### config.mk
export PLATFORM = sky130hd
export DESIGN_NAME = store_run_ctrl_flat
export DESIGN_NICKNAME = d
export VERILOG_FILES = /design/src/rtl/store_run_ctrl_if.sv /design/src/rtl/store_run_ctrl.sv /design/src/flat_wrapper.sv
export SDC_FILE = /design/constraint.sdc
export NUM_CORES = 1
export LEC_CHECK = 0
export CORE_MARGIN = 8
export CORE_UTILIZATION = 45
export DETAILED_ROUTE_END_ITERATION = 7
export PLACE_DENSITY = 0.69
export SLEW_MARGIN = 40
export SYNTH_ARGS = -nofsm -noshare
export SYNTH_HDL_FRONTEND = slang
export SYNTH_SLANG_ARGS = --single-unit
### constraint.sdc
create_clock -name clk_i -period 5.35 [get_ports clk_i]
set_input_delay 0.535 -clock clk_i [delete_from_list [all_inputs] [get_ports clk_i]]
set_output_delay 0.535 -clock clk_i [all_outputs]
set_load 0.01 [all_outputs]
### src/rtl/store_run_ctrl_if.sv
// Range-buffer write port: valid/ready handshake carrying one {first,last} range.
interface store_run_ctrl_if #(
  parameter int unsigned ADDR_W = 32
) ();
  logic              buf_we_o;
  logic [ADDR_W-1:0] buf_first_o;
  logic [ADDR_W-1:0] buf_last_o;
  logic              buf_ready_i;

  modport master (output buf_we_o, buf_first_o, buf_last_o, input buf_ready_i);
  modport slave  (input buf_we_o, buf_first_o, buf_last_o, output buf_ready_i);
endinterface

### src/rtl/store_run_ctrl.sv
// Tracks contiguous non-sp store runs, commits long runs to the range buffer,
// and raises a crash pulse when a jump follows a load inside a guarded range.
module store_run_ctrl #(
  parameter int unsigned ADDR_W  = 32,
  parameter int unsigned TIMEOUT = 10,
  parameter int unsigned MIN_RUN = 5,
  parameter int unsigned CNT_W   = 8
) (
  input  logic              clk_i,
  input  logic              rst_ni,
  input  logic              store_valid_i,
  input  logic [ADDR_W-1:0] store_addr_i,
  input  logic [1:0]        store_size_i,
  input  logic              store_is_sp_i,
  input  logic              tick_i,
  input  logic              load_valid_i,
  input  logic [ADDR_W-1:0] load_addr_i,
  output logic [ADDR_W-1:0] lookup_addr_o,
  input  logic              lookup_hit_i,
  input  logic              jump_valid_i,
  store_run_ctrl_if.master  buf_if,
  output logic              run_active_o,
  output logic              crash_o,
  output logic              drop_o
);
  localparam int unsigned TMR_W = $clog2(TIMEOUT + 1);

  typedef enum logic {IDLE, RUN} state_e;

  state_e            state_q, state_d;
  logic [ADDR_W-1:0] first_q, first_d, last_q, last_d;
  logic [CNT_W-1:0]  count_q, count_d;
  logic [TMR_W-1:0]  timer_q, timer_d;
  logic [1:0]        size_last_q, size_last_d;
  logic              pend_valid_q, pend_valid_d;
  logic [ADDR_W-1:0] pend_first_q, pend_first_d, pend_last_q, pend_last_d;
  logic              taint_q, taint_d;
  logic              crash_q, crash_d;
  logic              drop_q, drop_d;

  logic              eligible, contiguous, close, commit, accept, hit;
  logic [ADDR_W:0]   bytes_st, bytes_last, next_exp, range_end;

  // Contiguity and range end use one extra bit so a carry never aliases low addresses.
  assign eligible   = store_valid_i & ~store_is_sp_i & (store_size_i != 2'd3);
  assign bytes_st   = {{ADDR_W{1'b0}}, 1'b1} << store_size_i;
  assign bytes_last = {{ADDR_W{1'b0}}, 1'b1} << size_last_q;
  assign next_exp   = {1'b0, last_q} + bytes_st;
  assign contiguous = (next_exp == {1'b0, store_addr_i});
  assign range_end  = {1'b0, last_q} + bytes_last - 1'b1;
  assign hit        = lookup_hit_i | ((state_q == RUN) &&
                      ({1'b0, load_addr_i} >= {1'b0, first_q}) &&
                      ({1'b0, load_addr_i} <= range_end));

  always_comb begin
    state_d     = state_q;
    first_d     = first_q;
    last_d      = last_q;
    count_d     = count_q;
    timer_d     = timer_q;
    size_last_d = size_last_q;
    close       = 1'b0;
    unique case (state_q)
      IDLE: begin
        if (eligible) begin
          state_d     = RUN;
          first_d     = store_addr_i;
          last_d      = store_addr_i;
          count_d     = CNT_W'(1);
          timer_d     = TMR_W'(TIMEOUT);
          size_last_d = store_size_i;
        end
      end
      RUN: begin
        if (eligible) begin
          if (contiguous) begin
            last_d      = store_addr_i;
            count_d     = (count_q == '1) ? count_q : count_q + 1'b1;
            timer_d     = TMR_W'(TIMEOUT);
            size_last_d = store_size_i;
          end else begin
            close       = 1'b1;
            first_d     = store_addr_i;
            last_d      = store_addr_i;
            count_d     = CNT_W'(1);
            timer_d     = TMR_W'(TIMEOUT);
            size_last_d = store_size_i;
          end
        end else if (tick_i) begin
          if (timer_q != '0) begin
            timer_d = timer_q - 1'b1;
          end else begin
            close   = 1'b1;
            state_d = IDLE;
          end
        end
      end
      default: state_d = IDLE;
    endcase
  end

  // An accept in the same cycle frees the slot, so a concurrent commit is never dropped.
  assign commit = close & (count_q >= CNT_W'(MIN_RUN));
  assign accept = pend_valid_q & buf_if.buf_ready_i;

  always_comb begin
    pend_valid_d = pend_valid_q;
    pend_first_d = pend_first_q;
    pend_last_d  = pend_last_q;
    drop_d       = 1'b0;
    if (commit && (!pend_valid_q || accept)) begin
      pend_valid_d = 1'b1;
      pend_first_d = first_q;
      pend_last_d  = last_q;
    end else if (commit) begin
      drop_d = 1'b1;
    end else if (accept) begin
      pend_valid_d = 1'b0;
    end
  end

  always_comb begin
    crash_d = jump_valid_i & taint_q;
    taint_d = taint_q;
    if (load_valid_i) begin
      taint_d = hit;
    end else if (crash_d) begin
      taint_d = 1'b0;
    end
  end

  always_ff @(posedge clk_i or negedge rst_ni) begin
    if (!rst_ni) begin
      state_q      <= IDLE;
      first_q      <= '0;
      last_q       <= '0;
      count_q      <= '0;
      timer_q      <= '0;
      size_last_q  <= '0;
      pend_valid_q <= 1'b0;
      pend_first_q <= '0;
      pend_last_q  <= '0;
      taint_q      <= 1'b0;
      crash_q      <= 1'b0;
      drop_q       <= 1'b0;
    end else begin
      state_q      <= state_d;
      first_q      <= first_d;
      last_q       <= last_d;
      count_q      <= count_d;
      timer_q      <= timer_d;
      size_last_q  <= size_last_d;
      pend_valid_q <= pend_valid_d;
      pend_first_q <= pend_first_d;
      pend_last_q  <= pend_last_d;
      taint_q      <= taint_d;
      crash_q      <= crash_d;
      drop_q       <= drop_d;
    end
  end

  assign lookup_addr_o      = load_addr_i;
  assign buf_if.buf_we_o    = pend_valid_q;
  assign buf_if.buf_first_o = pend_first_q;
  assign buf_if.buf_last_o  = pend_last_q;
  assign run_active_o       = (state_q == RUN);
  assign crash_o            = crash_q;
  assign drop_o             = drop_q;
endmodule

### src/flat_wrapper.sv
// flat-port wrapper written by rule: the top's interface ports become plain ports
module store_run_ctrl_flat 
#(
  parameter int unsigned ADDR_W  = 32,
  parameter int unsigned TIMEOUT = 10,
  parameter int unsigned MIN_RUN = 5,
  parameter int unsigned CNT_W   = 8
)
  (clk_i, rst_ni, store_valid_i, store_addr_i, store_size_i, store_is_sp_i, tick_i, load_valid_i, load_addr_i, lookup_addr_o, lookup_hit_i, jump_valid_i, run_active_o, crash_o, drop_o, buf_if_buf_we_o, buf_if_buf_first_o, buf_if_buf_last_o, buf_if_buf_ready_i);
  store_run_ctrl_if #(.ADDR_W(ADDR_W)) buf_if_i ();
  input  logic clk_i;
  input  logic rst_ni;
  input  logic store_valid_i;
  input  logic [ADDR_W-1:0] store_addr_i;
  input  logic [1:0] store_size_i;
  input  logic store_is_sp_i;
  input  logic tick_i;
  input  logic load_valid_i;
  input  logic [ADDR_W-1:0] load_addr_i;
  output logic [ADDR_W-1:0] lookup_addr_o;
  input  logic lookup_hit_i;
  input  logic jump_valid_i;
  output logic run_active_o;
  output logic crash_o;
  output logic drop_o;
  output wire logic [$bits(buf_if_i.buf_we_o)-1:0] buf_if_buf_we_o;
  output wire logic [$bits(buf_if_i.buf_first_o)-1:0] buf_if_buf_first_o;
  output wire logic [$bits(buf_if_i.buf_last_o)-1:0] buf_if_buf_last_o;
  input wire logic [$bits(buf_if_i.buf_ready_i)-1:0] buf_if_buf_ready_i;
  assign buf_if_buf_we_o = buf_if_i.buf_we_o;
  assign buf_if_buf_first_o = buf_if_i.buf_first_o;
  assign buf_if_buf_last_o = buf_if_i.buf_last_o;
  assign buf_if_i.buf_ready_i = buf_if_buf_ready_i;
  store_run_ctrl #(.ADDR_W(ADDR_W), .TIMEOUT(TIMEOUT), .MIN_RUN(MIN_RUN), .CNT_W(CNT_W)) u_core (.clk_i(clk_i), .rst_ni(rst_ni), .store_valid_i(store_valid_i), .store_addr_i(store_addr_i), .store_size_i(store_size_i), .store_is_sp_i(store_is_sp_i), .tick_i(tick_i), .load_valid_i(load_valid_i), .load_addr_i(load_addr_i), .lookup_addr_o(lookup_addr_o), .lookup_hit_i(lookup_hit_i), .jump_valid_i(jump_valid_i), .buf_if(buf_if_i), .run_active_o(run_active_o), .crash_o(crash_o), .drop_o(drop_o));
endmodule
==> flow_metrics.env <==
export IMPL_status="finished, final reports clean"
export IMPL_slew_violations=0
export IMPL_final_util_pct=56.88
export IMPL_cts_buffers=17
export IMPL_setup_viol=0
export IMPL_drv_cap=0
export IMPL_post_cts_resized=0
export IMPL_crit_path_end_kind="flop"
export IMPL_htree_levels=4
export IMPL_pin_count=175
export IMPL_path_clk_slew_ps=70
export IMPL_critPathLaunchType="flop"
export IMPL_via_count=8128
export IMPL_via_per_inst=5.278
export IMPL_critPathMostFrequentCell="a21oi_1"
export IMPL_crit_required_ps=5700
export IMPL_n_antenna_cell=0
export IMPL_clockBufferDepth=2
export IMPL_yosysUniqueCellTypes=63
export IMPL_worst_slack_ps=578.8
export IMPL_portBuffers=174
export IMPL_final_layout_size_suffix_gt1_share_pct=12.20
export IMPL_cts_tree="done"
export IMPL_fp_dieH_um=170.2
export IMPL_fmax_ghz=0.2096
export IMPL_grt_pass1_wl_mm=44.99
export IMPL_die_w_um=170.2
export IMPL_routed_wl_mm=28.16
export IMPL_cp_slowest_cell="fa_1"
export IMPL_max_vdd_ir_drop_mv=0.2190
export IMPL_core_area_um2=23400
export IMPL_final_nets=1419
export IMPL_ys_warn_count=0
export IMPL_grt_overflow_total=0
export IMPL_crit_family="compound AO/OA/AOI/OAI gates"
export IMPL_ctsHoldBuffers=1
export IMPL_yosys_area_top_type_share_pct=34.39
export IMPL_synth_area_leaders="dfrtp_1 (34%), ha_1 (16%), mux2_4 (7.6%), xnor2_1 (4.1%), mux2_2 (3.3%)"
export IMPL_crit_type="flop to flop"
export IMPL_cts_root_buffer="clkbuf_16"
export IMPL_drt_iter0_drc=477
export IMPL_clock_latency_ps=430
export IMPL_grt_pass1_vias=8310
export IMPL_dieArea_um2=28960
export IMPL_worst_slew_margin_rel_pct=47.03
export IMPL_routabilityCongestion=0.9085
export IMPL_firstDrtPassIters=5
export IMPL_grt_antenna_before_repair=2
export IMPL_fin_crit_sh_pct=89.18
export IMPL_period_minus_slack_ps=4771
export IMPL_power_density_nw_per_um2=384.7
export IMPL_worst_pin_slew_ps=792.7
export IMPL_synth_area_leader_cell="dfrtp_1"
export IMPL_avgSynthCellArea_um2=10.22
export IMPL_fp_row_count=56
export IMPL_fin_skew_ps=10.47
export IMPL_final_setup_tns_ps=0
export IMPL_p_leak_nw=6.370
export IMPL_synth_cells=1047
export IMPL_dp_hpwl_mm=22.19
export IMPL_hold_class="flop to flop"
export IMPL_synthToLayoutAreaGrowth_pct=24.43
export IMPL_crit_fanout=5
export IMPL_hold_viol=0
export IMPL_fillers=2068
export IMPL_crit_arrival_ps=5120
export IMPL_cts_setup_buffers=0
export IMPL_final_cell_mix="clkdlybuf4s50_1 (173), dfrtp_1 (147), ha_1 (134)"
export IMPL_crit_chain="nand2b_1 -> ha_1 -> inv_1 -> ha_1 -> fa_1 -> a211oi_1 -> o21ai_0 -> a21oi_1 -> or3_1 -> a21oi_1 -> nor3_1 -> nor2_1 -> o22ai_1 -> xnor2_1 -> ha_1 -> a21oi_1 -> nand3_1 -> a211oi_1 -> o221ai_1 -> a31oi_1 -> a21oi_1 -> a22oi_1"
export IMPL_synth_edf_count=0
export IMPL_cts_sinks=147
export IMPL_ys_ff_latch=147
export IMPL_ys_async_sr_fraction_pct=100.0
export IMPL_synth_flop_cell="dfrtp_1"
export IMPL_final_common_cell="clkdlybuf4s50_1"
export IMPL_grt_max_degree=65
export IMPL_grtUsageTotal_pct=19.69
export IMPL_synthesis_area_um2=10700
export IMPL_ant_nets=0
export IMPL_initial_core_util_pct=45.71
export IMPL_max_stage_delay_ps=450
export IMPL_rsz0062_at_grt="false"
export IMPL_drc=0
export IMPL_dpl_worst_slack_ps=253.9
export IMPL_crit_buf_inv=1
export IMPL_post_drt_wl_per_cell_um=18.29
export IMPL_synth_fp_nets=1258
export IMPL_yosysSeqAreaShare_pct=34.39
-- flip-flops by register name (all words and copies together) (netlist names) --
signal	count
u_core.size_last_q	2
u_core.count_q	8
u_core.drop_o	1
u_core.crash_o	1
u_core.taint_q	1
u_core.last_q	32
u_core.first_q	32
u_core.run_active_o	1
u_core.buf_if.buf_we_o	1
u_core.buf_if.buf_last_o	32
u_core.buf_if.buf_first_o	32
u_core.timer_q	4
-- synthesized netlist by cell type, types with 5 or more instances --
master and n:
o211ai_1 6, nor3_1 7, o21a_1 6, nand2b_1 12, mux2_4 54, xnor2_1 50, buf_4 32, nor2_1 41
mux2_1 12, a21oi_1 61, ha_1 134, mux2_2 31, nand2_1 77, mux2i_1 5, and4_1 6, buf_12 6
nand4_1 23, and2_1 8, xor2_1 30, and3_1 8, a21o_1 27, nand3_1 21, clkbuf_1 8, o21ai_0 60
inv_1 92, a31oi_1 6, o21bai_1 7, dfrtp_1 147, nor2b_1 11
-- layer usage --
layer / track usage [%] / vias up / share of wire [%]
met1: 25.94 / 3879 / 46
met4: 7.513 / 4 / 2.6
met3: 4.333 / 53 / 5.6
met5: 0 / - / 0.096
met2: 31.17 / 228 / 45
li1: - / 3964 / -
-- worst reg2reg max path, delay by kind of cell (launching register included) --
family,cells,cell delay [ps]
simple gates,5,910
compound gates,11,1970
flops,1,410
buf+inv,1,40
xor+xnor,1,140
fa+ha+maj,4,1220
-- layout make-up --
class	count	area [um^2]	share of cell area [%]
Sequential cell	147	3679	27.63
Inverter	92	345.3	2.594
Tap cell	319	399.1	2.998
Timing Repair Buffer	193	1929	14.49
Clock inverter	14	270.3	2.030
Multi-Input combinational cell	757	6250	46.95
Clock buffer	18	439.2	3.299
-- power breakdown --
group | switching, W | internal (W)
clock | 0.000510 | 0.000942
sequential | 0.000204 | 0.00133
combinational | 0.00104 | 0.00109
-- per-stage QoR --
| step | hold WS, ps | area [um^2] | std cells | power, W |
|---|---|---|---|---|
| floorplan | 239.4 | 10700 | 1047 | 0.002877 |
| global placement | 450.7 | 12590 | 1507 | 0.003624 |
| detailed placement | 454.0 | 12590 | 1507 | 0.003666 |
| CTS | 501.1 | 13310 | 1540 | 0.005154 |
| global route | 518.7 | 13310 | 1540 | 0.005463 |
| finish | 493.0 | 13310 | 1540 | 0.005121 |
-- cells by family after synthesis --
kind of cell	synth area share [%]
AOI/OAI and AO/OA	11.89
adders and majority gates	16.05
DFF	34.39
xor gates and xnor gates	6.772
buffers and inverters	7.263
and+or+nand+nor	11.06
muxes	12.57
-- final timing paths --
path	startpoint	to	slack [ps]	depth (start not counted)
setup / recovery	u_core.size_last_q[1]	u_core.taint_q	580	22
hold / removal	u_core.buf_if.buf_first_o[11]	u_core.buf_if.buf_first_o[11]	490	1
setup reg to reg	u_core.size_last_q[1]	u_core.taint_q	580	22
hold reg to reg	u_core.buf_if.buf_first_o[11]	u_core.buf_if.buf_first_o[11]	490	1
max in group asynchronous	rst_ni	u_core.buf_if.buf_last_o[2]	3790	3
min in group asynchronous	rst_ni	u_core.buf_if.buf_first_o[14]	580	2
No activity file was read; power rests on OpenSTA's default activity.
